$ cat src/rtl/fifo_pkg.sv
// Shared types and constants for the FIFO read-side streamer.
package fifo_pkg;

  typedef enum logic [1:0] {
    ST_IDLE  = 2'd0,
    ST_RUN   = 2'd1,
    ST_DRAIN = 2'd2
  } state_e;

  localparam int DATA_W_DEF = 8;
  localparam int STAT_W     = 16;

  // Counter width for a modulo-n count; never narrower than one bit.
  function automatic int cnt_w(input int n);
    return (n > 1) ? $clog2(n) : 1;
  endfunction

endpackage

$ cat src/rtl/fifo_rd_streamer_if.sv
// FIFO read port plus valid/ready output stream, seen from the streamer (master) or its environment (slave).
interface fifo_rd_streamer_if
  import fifo_pkg::*;
#(
  parameter int DATA_W = DATA_W_DEF
);

  logic              fifo_rd_en;
  logic [DATA_W-1:0] fifo_dout;
  logic              fifo_empty;
  logic              m_valid;
  logic [DATA_W-1:0] m_data;
  logic              m_last;
  logic              m_ready;

  modport master (
    output fifo_rd_en, m_valid, m_data, m_last,
    input  fifo_dout, fifo_empty, m_ready
  );

  modport slave (
    input  fifo_rd_en, m_valid, m_data, m_last,
    output fifo_dout, fifo_empty, m_ready
  );

endinterface

$ cat src/rtl/fifo_rd_streamer_skid_buf2.sv
// Two-entry FIFO-ordered output buffer; head is forced to zero while empty.
module skid_buf2
  import fifo_pkg::*;
#(
  parameter int DATA_W = DATA_W_DEF
) (
  input  logic              clk,
  input  logic              reset,
  input  logic              push,
  input  logic [DATA_W-1:0] push_data,
  input  logic              pop,
  output logic [1:0]        occ,
  output logic [DATA_W-1:0] head,
  output logic              head_vld
);

  logic [DATA_W-1:0] mem [2];
  logic              wr_ptr;
  logic              rd_ptr;

  always_ff @(posedge clk) begin
    if (reset) begin
      wr_ptr <= 1'b0;
      rd_ptr <= 1'b0;
      occ    <= 2'd0;
    end else begin
      if (push) wr_ptr <= ~wr_ptr;
      if (pop)  rd_ptr <= ~rd_ptr;
      case ({push, pop})
        2'b10:   occ <= occ + 2'd1;
        2'b01:   occ <= occ - 2'd1;
        default: occ <= occ;
      endcase
    end
  end

  always_ff @(posedge clk) begin
    if (push) mem[wr_ptr] <= push_data;
  end

  assign head_vld = (occ != 2'd0);
  assign head     = head_vld ? mem[rd_ptr] : '0;

endmodule

$ cat src/rtl/fifo_rd_streamer.sv
// Drains a synchronous FIFO onto a valid/ready stream with burst marking.
// Optional FIFO_RD_STATS_EN adds saturating stat_words / stat_stall counters.
module fifo_rd_streamer
  import fifo_pkg::*;
#(
  parameter int DATA_W    = DATA_W_DEF,
  parameter int BURST_LEN = 4
) (
  input  logic                clk,
  input  logic                reset,
  input  logic                enable,
  fifo_rd_streamer_if.master  bus,
  output logic                busy
`ifdef FIFO_RD_STATS_EN
  ,
  output logic [STAT_W-1:0]   stat_words,
  output logic [STAT_W-1:0]   stat_stall
`endif
);

  localparam int               BCNT_W   = cnt_w(BURST_LEN);
  localparam logic [BCNT_W-1:0] BCNT_MAX = BCNT_W'(BURST_LEN - 1);

  state_e              state;
  logic                rd_en_p0;
  logic                vld_p1;
  logic [1:0]          occ;
  logic [DATA_W-1:0]   head;
  logic                head_vld;
  logic                pop;
  logic [2:0]          credit_use;
  logic [BCNT_W-1:0]   bcnt;

  // Stage p0: issue a read only if its word is guaranteed a buffer slot.
  assign pop        = head_vld && bus.m_ready;
  assign credit_use = {1'b0, occ} + {2'b00, vld_p1} - {2'b00, pop};
  assign rd_en_p0   = (state == ST_RUN) && enable && !bus.fifo_empty
                      && (credit_use < 3'd2);

  assign bus.fifo_rd_en = rd_en_p0;
  assign bus.m_valid    = head_vld;
  assign bus.m_data     = head;
  assign bus.m_last     = head_vld && (bcnt == BCNT_MAX);

  // Stage p1: FIFO data is on fifo_dout; write it into the buffer.
  skid_buf2 #(
    .DATA_W (DATA_W)
  ) u_buf (
    .clk       (clk),
    .reset     (reset),
    .push      (vld_p1),
    .push_data (bus.fifo_dout),
    .pop       (pop),
    .occ       (occ),
    .head      (head),
    .head_vld  (head_vld)
  );

  always_ff @(posedge clk) begin
    if (reset) begin
      vld_p1 <= 1'b0;
      bcnt   <= '0;
    end else begin
      vld_p1 <= rd_en_p0;
      if (pop) bcnt <= (bcnt == BCNT_MAX) ? '0 : bcnt + BCNT_W'(1);
    end
  end

  always_ff @(posedge clk) begin
    if (reset) begin
      state <= ST_IDLE;
      busy  <= 1'b0;
    end else begin
      case (state)
        ST_IDLE: begin
          if (enable) begin
            state <= ST_RUN;
            busy  <= 1'b1;
          end
        end
        ST_RUN: begin
          if (!enable) state <= ST_DRAIN;
        end
        ST_DRAIN: begin
          if (enable) begin
            state <= ST_RUN;
          end else if (!vld_p1 && (occ == 2'd0)) begin
            state <= ST_IDLE;
            busy  <= 1'b0;
          end
        end
        default: begin
          state <= ST_IDLE;
          busy  <= 1'b0;
        end
      endcase
    end
  end

`ifdef FIFO_RD_STATS_EN
  function automatic logic [STAT_W-1:0] sat_inc(input logic [STAT_W-1:0] v);
    return (v == {STAT_W{1'b1}}) ? v : v + STAT_W'(1);
  endfunction

  always_ff @(posedge clk) begin
    if (reset) begin
      stat_words <= '0;
      stat_stall <= '0;
    end else begin
      if (pop) stat_words <= sat_inc(stat_words);
      if ((state == ST_RUN) && bus.fifo_empty) stat_stall <= sat_inc(stat_stall);
    end
  end
`endif

endmodule
$ cat src/flat_wrapper.sv
// flat-port wrapper written by rule: the top's interface ports become plain ports
module fifo_rd_streamer_flat import fifo_pkg::*;
#(
  parameter int DATA_W    = DATA_W_DEF,
  parameter int BURST_LEN = 4
)
  (clk, reset, enable, busy, bus_fifo_rd_en, bus_m_valid, bus_m_data, bus_m_last, bus_fifo_dout, bus_fifo_empty, bus_m_ready);
  fifo_rd_streamer_if #(.DATA_W(DATA_W)) bus_i ();
  input  logic clk;
  input  logic reset;
  input  logic enable;
  output logic busy;
  output wire logic [$bits(bus_i.fifo_rd_en)-1:0] bus_fifo_rd_en;
  output wire logic [$bits(bus_i.m_valid)-1:0] bus_m_valid;
  output wire logic [$bits(bus_i.m_data)-1:0] bus_m_data;
  output wire logic [$bits(bus_i.m_last)-1:0] bus_m_last;
  input wire logic [$bits(bus_i.fifo_dout)-1:0] bus_fifo_dout;
  input wire logic [$bits(bus_i.fifo_empty)-1:0] bus_fifo_empty;
  input wire logic [$bits(bus_i.m_ready)-1:0] bus_m_ready;
  assign bus_fifo_rd_en = bus_i.fifo_rd_en;
  assign bus_m_valid = bus_i.m_valid;
  assign bus_m_data = bus_i.m_data;
  assign bus_m_last = bus_i.m_last;
  assign bus_i.fifo_dout = bus_fifo_dout;
  assign bus_i.fifo_empty = bus_fifo_empty;
  assign bus_i.m_ready = bus_m_ready;
  fifo_rd_streamer #(.DATA_W(DATA_W), .BURST_LEN(BURST_LEN)) u_core (.clk(clk), .reset(reset), .enable(enable), .bus(bus_i), .busy(busy));
endmodule
$ cat config.mk
export PLATFORM = sky130hd
export DESIGN_NAME = fifo_rd_streamer_flat
export DESIGN_NICKNAME = d
export VERILOG_FILES = /design/src/rtl/fifo_pkg.sv /design/src/rtl/fifo_rd_streamer_if.sv /design/src/rtl/fifo_rd_streamer_skid_buf2.sv /design/src/rtl/fifo_rd_streamer.sv /design/src/flat_wrapper.sv
export SDC_FILE = /design/constraint.sdc
export NUM_CORES = 1
export LEC_CHECK = 0
export ABC_AREA = 1
export BUFFER_PORTS_ARGS = -buffer_cell sky130_fd_sc_hd__clkbuf_2
export CORE_ASPECT_RATIO = 1.5
export CORE_MARGIN = 2
export CORE_UTILIZATION = 48
export CTS_CLUSTER_DIAMETER = 100
export CTS_CLUSTER_SIZE = 25
export DETAILED_ROUTE_END_ITERATION = 10
export PLACE_DENSITY = 0.72
export SLEW_MARGIN = 20
export SYNTH_ARGS = -nofsm -noshare
export SYNTH_HDL_FRONTEND = slang
export SYNTH_SLANG_ARGS = --single-unit
$ cat constraint.sdc
create_clock -name clk -period 2.2 [get_ports clk]
set_input_delay 0.22 -clock clk [delete_from_list [all_inputs] [get_ports clk]]
set_output_delay 0.22 -clock clk [all_outputs]
set_load 0.05 [all_outputs]
==> results.sh <==
export IMPL_status="finished with violations"
export IMPL_violations="setup timing"
export IMPL_synthDominantCellAreaShare_pct=41.9
export IMPL_rsz0062_at_grt="yes"
export IMPL_die_y_um=63.9
export IMPL_worstMarginPinSlew_ps=647
export IMPL_max_vdd_ir_drop_mv=0.425
export IMPL_hold_violations=0
export IMPL_postCtsHoldBufs=0
export IMPL_ys_warn_count=0
export IMPL_fill_cells=196
export IMPL_dieArea_mm2=0.00281
export IMPL_drive_above_1_share_pct=32.7
export IMPL_synthTopCellsByArea="edfxtp_1, dfxtp_1, nand2_1, a21oi_1, inv_1"
export IMPL_yosysSeqAreaShare_pct=61.1
export IMPL_wl_per_cell_um=12.2
export IMPL_drt_initial_drc_count=18
export IMPL_syn_inst=120
export IMPL_min_period_ps=2410
export IMPL_synth_top_area_cell="edfxtp_1"
export IMPL_first_pass_iters=4
export IMPL_drc=0
export IMPL_clock_latency_ps=310
export IMPL_final_nets=169
export IMPL_min_path_type="input pin to flip-flop"
export IMPL_clockBufferDepth=2
export IMPL_setup_viol=1
export IMPL_syn_num_nets=135
export IMPL_grt_pass1_wl_um=3510
export IMPL_numClockSinks=27
export IMPL_hold_worst_slack_ps=82.6
export IMPL_antenna_found_initial=0
export IMPL_end_kind="primary output"
export IMPL_slew_violations=0
export IMPL_crit_type="flip-flop to primary output"
export IMPL_syn_area_per_cell_um2=9.56
export IMPL_ys_ff_latch=27
export IMPL_fin_setup_tns_ps=-207
export IMPL_leakage_nw=0.630
export IMPL_ant_nets=0
export IMPL_grt_overflow_total=0
export IMPL_finalCritPeriodShare_pct=109
export IMPL_grt_pass1_vias=897
export IMPL_powerDensity_mw_per_mm2=598
export IMPL_max_freq_mhz=415
export IMPL_setup_slack_ps=-207
export IMPL_slew_headroom_pct=56.7
export IMPL_gp_congestion=0.718
export IMPL_num_rows=21
export IMPL_layout_common_cells="nand2_1, clkbuf_2, edfxtp_1"
export IMPL_worstPathRequired_ps=1980
export IMPL_critPathMaxFanout=3
export IMPL_syn_to_final_growth_pct=25.2
export IMPL_synth_area_mm2=0.00115
export IMPL_viasPerCell=5.09
export IMPL_fin_skew_ps=12.8
export IMPL_track_usage_pct=16.3
export IMPL_cap_viol_max_count=0
export IMPL_io_pins=25
export IMPL_grt_max_degree=17
export IMPL_vias=896
export IMPL_diodes=0
export IMPL_layout_commonest_cell="nand2_1"
export IMPL_cts_root_buf="clkbuf_4"
export IMPL_synthDistinctLibCells=23
export IMPL_cts_buffers=3
export IMPL_arrival_ps=2190
export IMPL_dp_hpwl_um=1590
export IMPL_start_util_pct=50.8
export IMPL_die_w_um=43.9
export IMPL_routed_wl_um=2150
export IMPL_cts_reportedPaths_clkPinSlew_ps=140
export IMPL_startpoint_type="flip-flop"
export IMPL_core_mm2=0.00226
export IMPL_cts_tree="yes"
export IMPL_portBuffers=24
export IMPL_htree_levels=1
[final cells by class]
cell class | instances | area (µm²) | share of cell area, %
clock inverter | 1 | 7.51 | 0.523
timing repair buffer | 31 | 183 | 12.7
clock buffer | 3 | 22.5 | 1.57
inverter | 16 | 65.1 | 4.53
tap | 23 | 28.8 | 2.00
multi-input combinational | 75 | 420 | 29.3
sequential | 27 | 709 | 49.4
[final timing paths]
path	cells past startpoint	slack, ps	start	endpoint
min reg2reg	1	480	u_core.u_buf.rd_ptr	flip-flop
max reg2reg	9	160	u_core.u_buf.occ[0]	u_core.vld_p1
max	8	-210	u_core.u_buf.occ[0]	bus_fifo_rd_en
min	1	80	bus_fifo_dout[5]	u_core.u_buf.mem[1][5]
[worst max-delay path, cell delays in order (launching register included)]
cell and delay (ps):
dfxtp_4 380, o21ai_2 180, nand2_2 90, a21oi_4 140, inv_2 40, fa_1 480, nand3b_1 150, nor3_4 240
buf_8 170
[per-layer routing]
| metal | global-route usage (%) | routed length, µm |
|---|---|---|
| met2 | 32.0 | 1240 |
| met1 | 16.7 | 811 |
| met4 | 5.68 | 21 |
| met5 | 0 | 0 |
| met3 | 1.69 | 78 |
[cell usage after synthesis]
library cell   n
o21ai_1        1
buf_2          1
buf_6          1
nand4_1        2
nand2_1       28
nor2_2         2
edfxtp_1      16
a211oi_1       1
nand2_2        1
a21oi_1       12
inv_1         16
a31oi_1        1
dfxtp_1       11
nor4_1         1
nand3b_1       1
nand3_1        2
o21ai_0        5
nand3_2        1
ha_1           1
xor2_1         1
fa_1           1
nor3_1         2
nor2_1        12
[stage by stage]
stage          cell area (µm²)  util [%]  instances  power, W  setup slack (ps)
2_1_floorplan             1180         -        120  0.000628              7.50
3_3_place_gp              1330      59.0        168  0.000654              43.6
3_5_place_dp              1330      59.0        168  0.000657              14.5
4_1_cts                   1400      61.7        174  0.000863              -144
5_1_grt                   1440      63.6        176  0.000902              -320
6_report                  1440      63.6        176  0.000859              -207
[where the power goes]
group	switching [W]	leakage [nW]	internal (W)	total, W
combinational	0.0000699	0.380	0.0000350	0.000105
sequential	0.00000760	0.236	0.000542	0.000550
clock	0.000135	0.0139	0.0000692	0.000205
[state kept, by name (all words and copies together), names as in the netlist, named ones only]
name	count
u_core.bcnt	2
u_core.u_buf.wr_ptr	1
u_core.vld_p1	1
u_core.busy	1
u_core.u_buf.occ	2
u_core.u_buf.mem	16
u_core.state	2
u_core.u_buf.rd_ptr	1
[cells by family (layout without fill, tap and decap cells)]
| logic type | Yosys count | count (layout) | synth area share (%) |
|---|---|---|---|
| flops | 27 | 27 | 61.1 |
| compound gates | 20 | 20 | 9.05 |
| fa+ha+maj | 2 | 2 | 2.84 |
| simple gates | 52 | 52 | 19.6 |
| xor+xnor | 1 | 1 | 0.763 |
| buf+inv | 18 | 51 | 6.65 |
[what timing repair did]
action                                  in CTS  in global routing
setup buffers                                2                  2
resized for setup                            6                  9
endpoints found under the setup margin       1                  1
pin swaps                                    3                  3
No activity file was read; power rests on OpenSTA's default activity.
